File: src/rtl/isa_bus_pkg.sv
// ============================================================================
// Module : isa_bus_pkg
// Brief  : Shared ISA bus widths and FSM state encodings for the I/O slave.
// Rev    : 1.0  initial release
// ============================================================================
`default_nettype none

package isa_bus_pkg;

  localparam int ISA_ADDR_W = 12;
  localparam int ISA_DATA_W = 16;

  typedef enum logic [1:0] {
    W_IDLE   = 2'd0,
    W_ACTIVE = 2'd1,
    W_COMMIT = 2'd2
  } wr_state_e;

  typedef enum logic [0:0] {
    R_IDLE  = 1'b0,
    R_DRIVE = 1'b1
  } rd_state_e;

endpackage

`default_nettype wire

File: src/rtl/isa_strobe_sync.sv
// ============================================================================
// Module : isa_strobe_sync
// Brief  : Multi-stage synchroniser and edge detector for an active-low strobe.
// Rev    : 1.0  initial release
// ============================================================================
`default_nettype none

module isa_strobe_sync #(
  parameter int SYNC_STAGES = 2
) (
  input  logic clk_i,
  input  logic rst_i,
  input  logic strobe_n_i,
  output logic level_o,
  output logic fall_o,
  output logic rise_o
);

  logic [SYNC_STAGES-1:0] sync_q;
  logic                   prev_q;
  logic [SYNC_STAGES:0]   vld_q;

  // Edges are suppressed until the chain holds only post-reset samples, so a
  // strobe already low at reset release never looks like a fresh falling edge.
  always_ff @(posedge clk_i or posedge rst_i) begin
    if (rst_i) begin
      sync_q <= '1;
      prev_q <= 1'b1;
      vld_q  <= '0;
    end else begin
      sync_q <= {sync_q[SYNC_STAGES-2:0], strobe_n_i};
      prev_q <= sync_q[SYNC_STAGES-1];
      vld_q  <= {vld_q[SYNC_STAGES-1:0], 1'b1};
    end
  end

  assign level_o = sync_q[SYNC_STAGES-1];
  assign fall_o  = vld_q[SYNC_STAGES] & prev_q & ~level_o;
  assign rise_o  = vld_q[SYNC_STAGES] & ~prev_q & level_o;

endmodule

`default_nettype wire

File: src/rtl/isa_io_register_bank.sv
// ============================================================================
// Module : isa_io_register_bank
// Brief  : Clocked PC/104 I/O slave: NUM_REGS write/readback registers plus a
//          read-only input port. Build with ISA_WDOG_EN for the write watchdog.
// Rev    : 1.0  initial release
// ============================================================================
`default_nettype none

module isa_io_register_bank
  import isa_bus_pkg::*;
#(
  parameter logic [ISA_ADDR_W-1:0] BASE_ADDR   = 12'h240,
  parameter int                    NUM_REGS    = 4,
  parameter int                    DATA_W      = 8,
  parameter bit                    INVERT      = 1'b1,
  parameter int                    SYNC_STAGES = 2,
  parameter logic [23:0]           WDOG_CYCLES = 24'd8_000_000
) (
  input  logic                         clk_i,
  input  logic                         rst_i,
  input  logic                         iow_i,
  input  logic                         ior_i,
  input  logic                         aen_i,
  input  logic [ISA_ADDR_W-1:0]        sa_i,
  input  logic [ISA_DATA_W-1:0]        sd_in_i,
  output logic [ISA_DATA_W-1:0]        sd_out_o,
  output logic                         sd_oe_o,
  output logic                         iocs16_oe_o,
  input  logic [DATA_W-1:0]            in_port_i,
  output logic [NUM_REGS*DATA_W-1:0]   out_reg_o,
  output logic [NUM_REGS-1:0]          wr_stb_o
);

  localparam logic [ISA_ADDR_W-1:0] NUM_REGS_A = ISA_ADDR_W'(NUM_REGS);
  localparam logic [DATA_W-1:0]     RST_VAL    = {DATA_W{INVERT}};
  localparam bit                    WIDE       = (DATA_W > 8);

  logic w_iow_lvl, w_iow_fall, w_iow_rise;
  logic w_ior_lvl, w_ior_fall, w_ior_rise;

  isa_strobe_sync #(.SYNC_STAGES(SYNC_STAGES)) u_iow_sync (
    .clk_i(clk_i), .rst_i(rst_i), .strobe_n_i(iow_i),
    .level_o(w_iow_lvl), .fall_o(w_iow_fall), .rise_o(w_iow_rise)
  );

  isa_strobe_sync #(.SYNC_STAGES(SYNC_STAGES)) u_ior_sync (
    .clk_i(clk_i), .rst_i(rst_i), .strobe_n_i(ior_i),
    .level_o(w_ior_lvl), .fall_o(w_ior_fall), .rise_o(w_ior_rise)
  );

  logic [ISA_ADDR_W-1:0] w_offset;
  logic w_reg_hit, w_port_hit, w_wdog_hit, w_any_port;
  logic w_wdog_fire, wdog_trip_q;

  assign w_offset    = sa_i - BASE_ADDR;
  assign w_reg_hit   = ~aen_i & (w_offset < NUM_REGS_A);
  assign w_port_hit  = ~aen_i & (w_offset == NUM_REGS_A);
  assign w_any_port  = w_port_hit | w_wdog_hit;
  assign iocs16_oe_o = WIDE & (w_reg_hit | w_any_port);

  // ---------------------------------------------------------------- write FSM
  wr_state_e         w_state_q, w_state_d;
  logic [2:0]        off_q, off_d;
  logic [DATA_W-1:0] hold_q, hold_d;
  logic [DATA_W-1:0] regs_q [NUM_REGS];
  logic [DATA_W-1:0] w_store;
  logic              w_commit;

  always_comb begin
    w_state_d = w_state_q;
    off_d     = off_q;
    hold_d    = hold_q;
    unique case (w_state_q)
      W_IDLE:   if (w_iow_fall && w_reg_hit) w_state_d = W_ACTIVE;
      W_ACTIVE: begin
        off_d  = w_offset[2:0];
        hold_d = sd_in_i[DATA_W-1:0];
        if (aen_i)           w_state_d = W_IDLE;
        else if (w_iow_rise) w_state_d = W_COMMIT;
      end
      W_COMMIT: w_state_d = W_IDLE;
      default:  w_state_d = W_IDLE;
    endcase
  end

  always_ff @(posedge clk_i or posedge rst_i) begin
    if (rst_i) begin
      w_state_q <= W_IDLE;
      off_q     <= '0;
      hold_q    <= '0;
    end else begin
      w_state_q <= w_state_d;
      off_q     <= off_d;
      hold_q    <= hold_d;
    end
  end

  assign w_commit = (w_state_q == W_COMMIT) && ({{(ISA_ADDR_W-3){1'b0}}, off_q} < NUM_REGS_A);
  assign w_store  = INVERT ? ~hold_q : hold_q;

  always_ff @(posedge clk_i or posedge rst_i) begin
    if (rst_i) begin
      for (int i = 0; i < NUM_REGS; i++) regs_q[i] <= RST_VAL;
    end else if (w_commit) begin
      for (int i = 0; i < NUM_REGS; i++) begin
        if (off_q == 3'(i)) regs_q[i] <= w_store;
      end
    end else if (w_wdog_fire) begin
      for (int i = 0; i < NUM_REGS; i++) regs_q[i] <= RST_VAL;
    end
  end

  for (genvar g = 0; g < NUM_REGS; g++) begin : g_out
    assign out_reg_o[g*DATA_W +: DATA_W] = regs_q[g];
    assign wr_stb_o[g]                   = w_commit && (off_q == 3'(g));
  end

  // ----------------------------------------------------------------- watchdog
`ifdef ISA_WDOG_EN
  logic [23:0] wdog_cnt_q;

  assign w_wdog_hit  = ~aen_i & (w_offset == NUM_REGS_A + 12'd1);
  assign w_wdog_fire = ~w_commit & (wdog_cnt_q == WDOG_CYCLES - 24'd1);

  always_ff @(posedge clk_i or posedge rst_i) begin
    if (rst_i) begin
      wdog_cnt_q  <= '0;
      wdog_trip_q <= 1'b0;
    end else if (w_commit) begin
      wdog_cnt_q  <= '0;
      wdog_trip_q <= 1'b0;
    end else if (w_wdog_fire) begin
      wdog_cnt_q  <= '0;
      wdog_trip_q <= 1'b1;
    end else begin
      wdog_cnt_q  <= wdog_cnt_q + 24'd1;
    end
  end
`else
  assign w_wdog_hit  = 1'b0;
  assign w_wdog_fire = 1'b0;
  assign wdog_trip_q = 1'b0;
`endif

  // ----------------------------------------------------------------- read FSM
  rd_state_e             r_state_q, r_state_d;
  logic [ISA_DATA_W-1:0] sd_out_q, sd_out_d;
  logic [ISA_DATA_W-1:0] w_rdata;
  logic                  w_r_exit;

  // A concurrent write owns the cycle, so a low IOW also ends any drive.
  assign w_r_exit = w_ior_rise | aen_i | ~w_iow_lvl;

  always_comb begin
    w_rdata = '0;
    if (w_reg_hit) begin
      for (int i = 0; i < NUM_REGS; i++) begin
        if (w_offset == ISA_ADDR_W'(i)) w_rdata[DATA_W-1:0] = INVERT ? ~regs_q[i] : regs_q[i];
      end
    end else if (w_port_hit) begin
      w_rdata[DATA_W-1:0] = in_port_i;
    end else if (w_wdog_hit) begin
      w_rdata[0] = wdog_trip_q;
    end
  end

  always_comb begin
    r_state_d = r_state_q;
    unique case (r_state_q)
      R_IDLE:  if (w_ior_fall && (w_reg_hit || w_any_port) && w_iow_lvl) r_state_d = R_DRIVE;
      R_DRIVE: if (w_r_exit) r_state_d = R_IDLE;
      default: r_state_d = R_IDLE;
    endcase
    sd_out_d = (r_state_d == R_DRIVE) ? w_rdata : sd_out_q;
  end

  always_ff @(posedge clk_i or posedge rst_i) begin
    if (rst_i) begin
      r_state_q <= R_IDLE;
      sd_out_q  <= '0;
    end else begin
      r_state_q <= r_state_d;
      sd_out_q  <= sd_out_d;
    end
  end

  assign sd_out_o = sd_out_q;
  assign sd_oe_o  = (r_state_q == R_DRIVE) & ~w_r_exit;

  logic w_unused;
  assign w_unused = ^{sd_in_i, w_ior_lvl, wdog_trip_q};

endmodule

`default_nettype wire

File: config.mk
export PLATFORM = sky130hd
export DESIGN_NAME = isa_io_register_bank
export DESIGN_NICKNAME = d
export VERILOG_FILES = /design/src/rtl/isa_bus_pkg.sv /design/src/rtl/isa_strobe_sync.sv /design/src/rtl/isa_io_register_bank.sv
export SDC_FILE = /design/constraint.sdc
export NUM_CORES = 1
export LEC_CHECK = 0
export BUFFER_PORTS_ARGS = -buffer_cell sky130_fd_sc_hd__buf_2
export CAP_MARGIN = 20
export CORE_ASPECT_RATIO = 1.25
export CORE_MARGIN = 2
export CORE_UTILIZATION = 46
export CTS_CLUSTER_SIZE = 40
export DETAILED_ROUTE_END_ITERATION = 10
export PLACE_DENSITY = 0.76
export SYNTH_ARGS = -nofsm -noshare
export SYNTH_HDL_FRONTEND = slang
export SYNTH_SLANG_ARGS = --single-unit
File: constraint.sdc
create_clock -name clk_i -period 1.66 [get_ports clk_i]
set_input_delay 0.083 -clock clk_i [delete_from_list [all_inputs] [get_ports clk_i]]
set_output_delay 0.083 -clock clk_i [all_outputs]
set_load 0.01 [all_outputs]
==> impl_metrics.env <==
export IMPL_worst_path_buf_inv=2
export IMPL_wl_um=7100
export IMPL_synthTopCellsByCount="nand2_1, dfstp_2, dfrtp_1, o21ai_0, inv_1"
export IMPL_crit_path_max_incr_delay_ns=0.42
export IMPL_max_freq_mhz=581
export IMPL_hold_viol=0
export IMPL_ys_ff_latch=63
export IMPL_cts_tree="yes"
export IMPL_synth_cell_types=43
export IMPL_yosysSeqAreaShare_pct=55.3
export IMPL_die_w_um=75.5
export IMPL_utilization_pct=62.7
export IMPL_vias_per_cell=4.96
export IMPL_critical_path_class="register to output port"
export IMPL_grt_max_degree=64
export IMPL_power_density_nw_per_um2=873
export IMPL_drt_initial_drc_count=121
export IMPL_die_y_um=93.3
export IMPL_htreeDepth=3
export IMPL_wl_per_cell_um=14.9
export IMPL_p_leak_nw=1.83
export IMPL_drtAntennaViolNets=0
export IMPL_dp_cells=443
export IMPL_nFillCells=529
export IMPL_cts_root_buf="clkbuf_8"
export IMPL_finalSetupTns_ns=-0.0602
export IMPL_required_ns=1.58
export IMPL_crit_fanout=4
export IMPL_syn_area_sq_um=2940
export IMPL_fin_crit_ns=1.72
export IMPL_drive_above_1_share_pct=43.2
export IMPL_top_usage_layer="met2"
export IMPL_synthCells=277
export IMPL_pin_count=95
export IMPL_gr_total_overflow=0
export IMPL_yosysTopAreaCell="dfstp_2"
export IMPL_core_sq_um=6170
export IMPL_num_rows=32
export IMPL_synth_top_cells_by_area="dfstp_2, dfrtp_1, nand2_1"
export IMPL_finalWorstSetupSlack_ns=-0.0602
export IMPL_grt_use_met2_pct=34.6
export IMPL_synth_most_common_cell="nand2_1"
export IMPL_cp_top_family="simple AND/OR/NAND/NOR gates"
export IMPL_async_flop_share_pct=100
export IMPL_yosysWarnings=0
export IMPL_cts_buffer_depth=2
export IMPL_nets=427
export IMPL_rsz0062_at_grt="yes"
export IMPL_syn_area_per_cell_sq_um=10.6
export IMPL_place_hpwl_um=4930
export IMPL_period_share_pct=104
export IMPL_track_usage_pct=21.6
export IMPL_numPortBuffers=77
export IMPL_whs_ns=0.0648
export IMPL_clock_sinks=63
export IMPL_path_cells="or3b_4, nor3b_2, buf_4, buf_6"
export IMPL_status="finished, violations left"
export IMPL_start_kind="register"
export IMPL_grt_antenna_before_repair=0
export IMPL_vias=2363
export IMPL_grt_pass1_vias=2354
export IMPL_crit_slowest_cell="dfrtp_1"
export IMPL_clk_pin_slew_ns=0.07
export IMPL_synth_edf_count=0
export IMPL_crit_path_end_kind="output port"
export IMPL_yosysTopAreaCellShare_pct=34.0
export IMPL_ys_dominant_reg_cell="dfstp_2"
export IMPL_ir_worst_vdd_mv=0.530
export IMPL_max_cap_viol_count=0
export IMPL_max_slew_margin_rel_pct=63.7
export IMPL_insertion_delay_ns=0.34
export IMPL_failed_checks="setup timing"
export IMPL_finClkSkew_ns=0.0103
export IMPL_antenna_cells=0
export IMPL_dr_pass1_iters=5
export IMPL_arrival_ns=1.64
export IMPL_grt_pass1_wl_um=11300
export IMPL_drc=0
export IMPL_setup_viol=1
export IMPL_initial_core_util_pct=47.6
export IMPL_met1_usage_pct=27.5
export IMPL_report_power_total_mw=3.37
export IMPL_grt_use_met3_pct=4.42
export IMPL_numCtsBuffers=9
export IMPL_die_area_sq_um=7040
export IMPL_final_max_slew_viol_count=0
export IMPL_tightest_slew_ns=0.541
export IMPL_final_cells=476
export IMPL_min_path_type="input pin to register"
export IMPL_syn2layout_area_growth_pct=31.6
export IMPL_place_congestion=0.786
-- worst paths after layout --
| kind | startpoint | to | slack, ns | cells past startpoint |
|---|---|---|---|---|
| min in group asynchronous | rst_i | u_ior_sync.vld_q[2]$_DFF_PP0_ | 0.36 | 4 |
| worst min-delay path | sa_i[0] | off_q[0]$_DFFE_PP0P_ | 0.06 | 3 |
| worst max-delay path | w_state_q[0]$_DFFE_PP0P_ | wr_stb_o[2] | -0.06 | 4 |
| max in group asynchronous | rst_i | out_reg_o[19]$_DFFE_PP1P_ | 0.99 | 4 |
| worst max register to register | w_state_q[0]$_DFFE_PP0P_ | out_reg_o[19]$_DFFE_PP1P_ | 0.06 | 5 |
| worst min register to register | u_ior_sync.vld_q[1]$_DFF_PP0_ | u_ior_sync.vld_q[2]$_DFF_PP0_ | 0.35 | 0 |
-- flip-flops by register name, indices dropped and copies added, names as in the netlist --
signal             flops
u_ior_sync.sync_q      2
sd_out_o               8
hold_q                 8
out_reg_o             32
off_q                  3
u_ior_sync.vld_q       3
w_state_q              2
u_ior_sync.prev_q      1
u_iow_sync.prev_q      1
r_state_q              1
u_iow_sync.sync_q      2
-- tightest hold or removal path, stage by stage --
cell and delay (ns):
buf_2 0.15, nand2_1 0.07, nand2_1 0.05
-- cells in the final DEF, fill, tap and decap left out, drive strengths merged, types with 3 or more instances in the layout --
master / count
a31o: 7
o22a: 7
a21oi: 8
buf: 102
inv: 19
clkbuf: 14
dfstp: 38
nand2b: 3
nor2b: 3
nand2: 51
conb: 10
o21ai: 26
nor3b: 3
a211oi: 7
nor2: 10
dlygate4sd3: 12
a32oi: 8
mux2i: 16
dfrtp: 25
-- stage by stage --
step	cell area [sq um]	setup slack, ns
6_report	3860	-0.0602
5_1_grt	3860	-0.0921
4_1_cts	3840	-0.0646
3_5_place_dp	3460	0.115
3_3_place_gp	3460	0.148
2_1_floorplan	2970	0.0701
-- what timing repair did --
item                                   4_1_cts  5_1_grt
hold buffers                                12        0
setup endpoints to repair                    4        7
pin swaps                                    1        0
setup buffers                                3        2
resized for setup                            3        2
endpoints found under the hold margin       37        0
gates cloned                                 0        0
-- power by group --
| part | leakage [nW] | switching [mW] | internal [mW] |
|---|---|---|---|
| registers | 0.682 | 0.0563 | 1.60 |
| clock network | 0.119 | 0.558 | 0.896 |
| logic | 1.03 | 0.141 | 0.123 |
| total | 1.83 | 0.755 | 2.62 |
-- per-layer routing --
layer | vias to the layer above | wire length, um
met1 | 1125 | 3020
met4 | 0 | 110
met5 | - | 0
li1 | 1155 | -
met3 | 9 | 340
met2 | 74 | 3630
-- kinds of logic (layout without fill, tap and decap cells) --
logic type / count (synthesis) / in the layout / share of synthesized area (%)
flip-flops: 63 / 63 / 55.3
AO/OA/AOI/OAI: 68 / 68 / 15.9
multiplexers: 16 / 16 / 5.45
AND/OR/NAND/NOR: 85 / 85 / 15.1
buffers and inverters: 43 / 149 / 8.05
other: 2 / 10 / 0.256
-- layout make-up --
cell class | count | area [sq um] | area share [%]
clock inverters | 2 | 35.0 | 0.906
clock buffers | 14 | 193 | 4.99
flip-flops and latches | 63 | 1620 | 42.0
inverters | 19 | 71.3 | 1.85
multi-input cells | 179 | 1110 | 28.8
well taps | 85 | 106 | 2.75
repair buffers | 114 | 722 | 18.7
No activity file was read; power rests on OpenSTA's default activity.
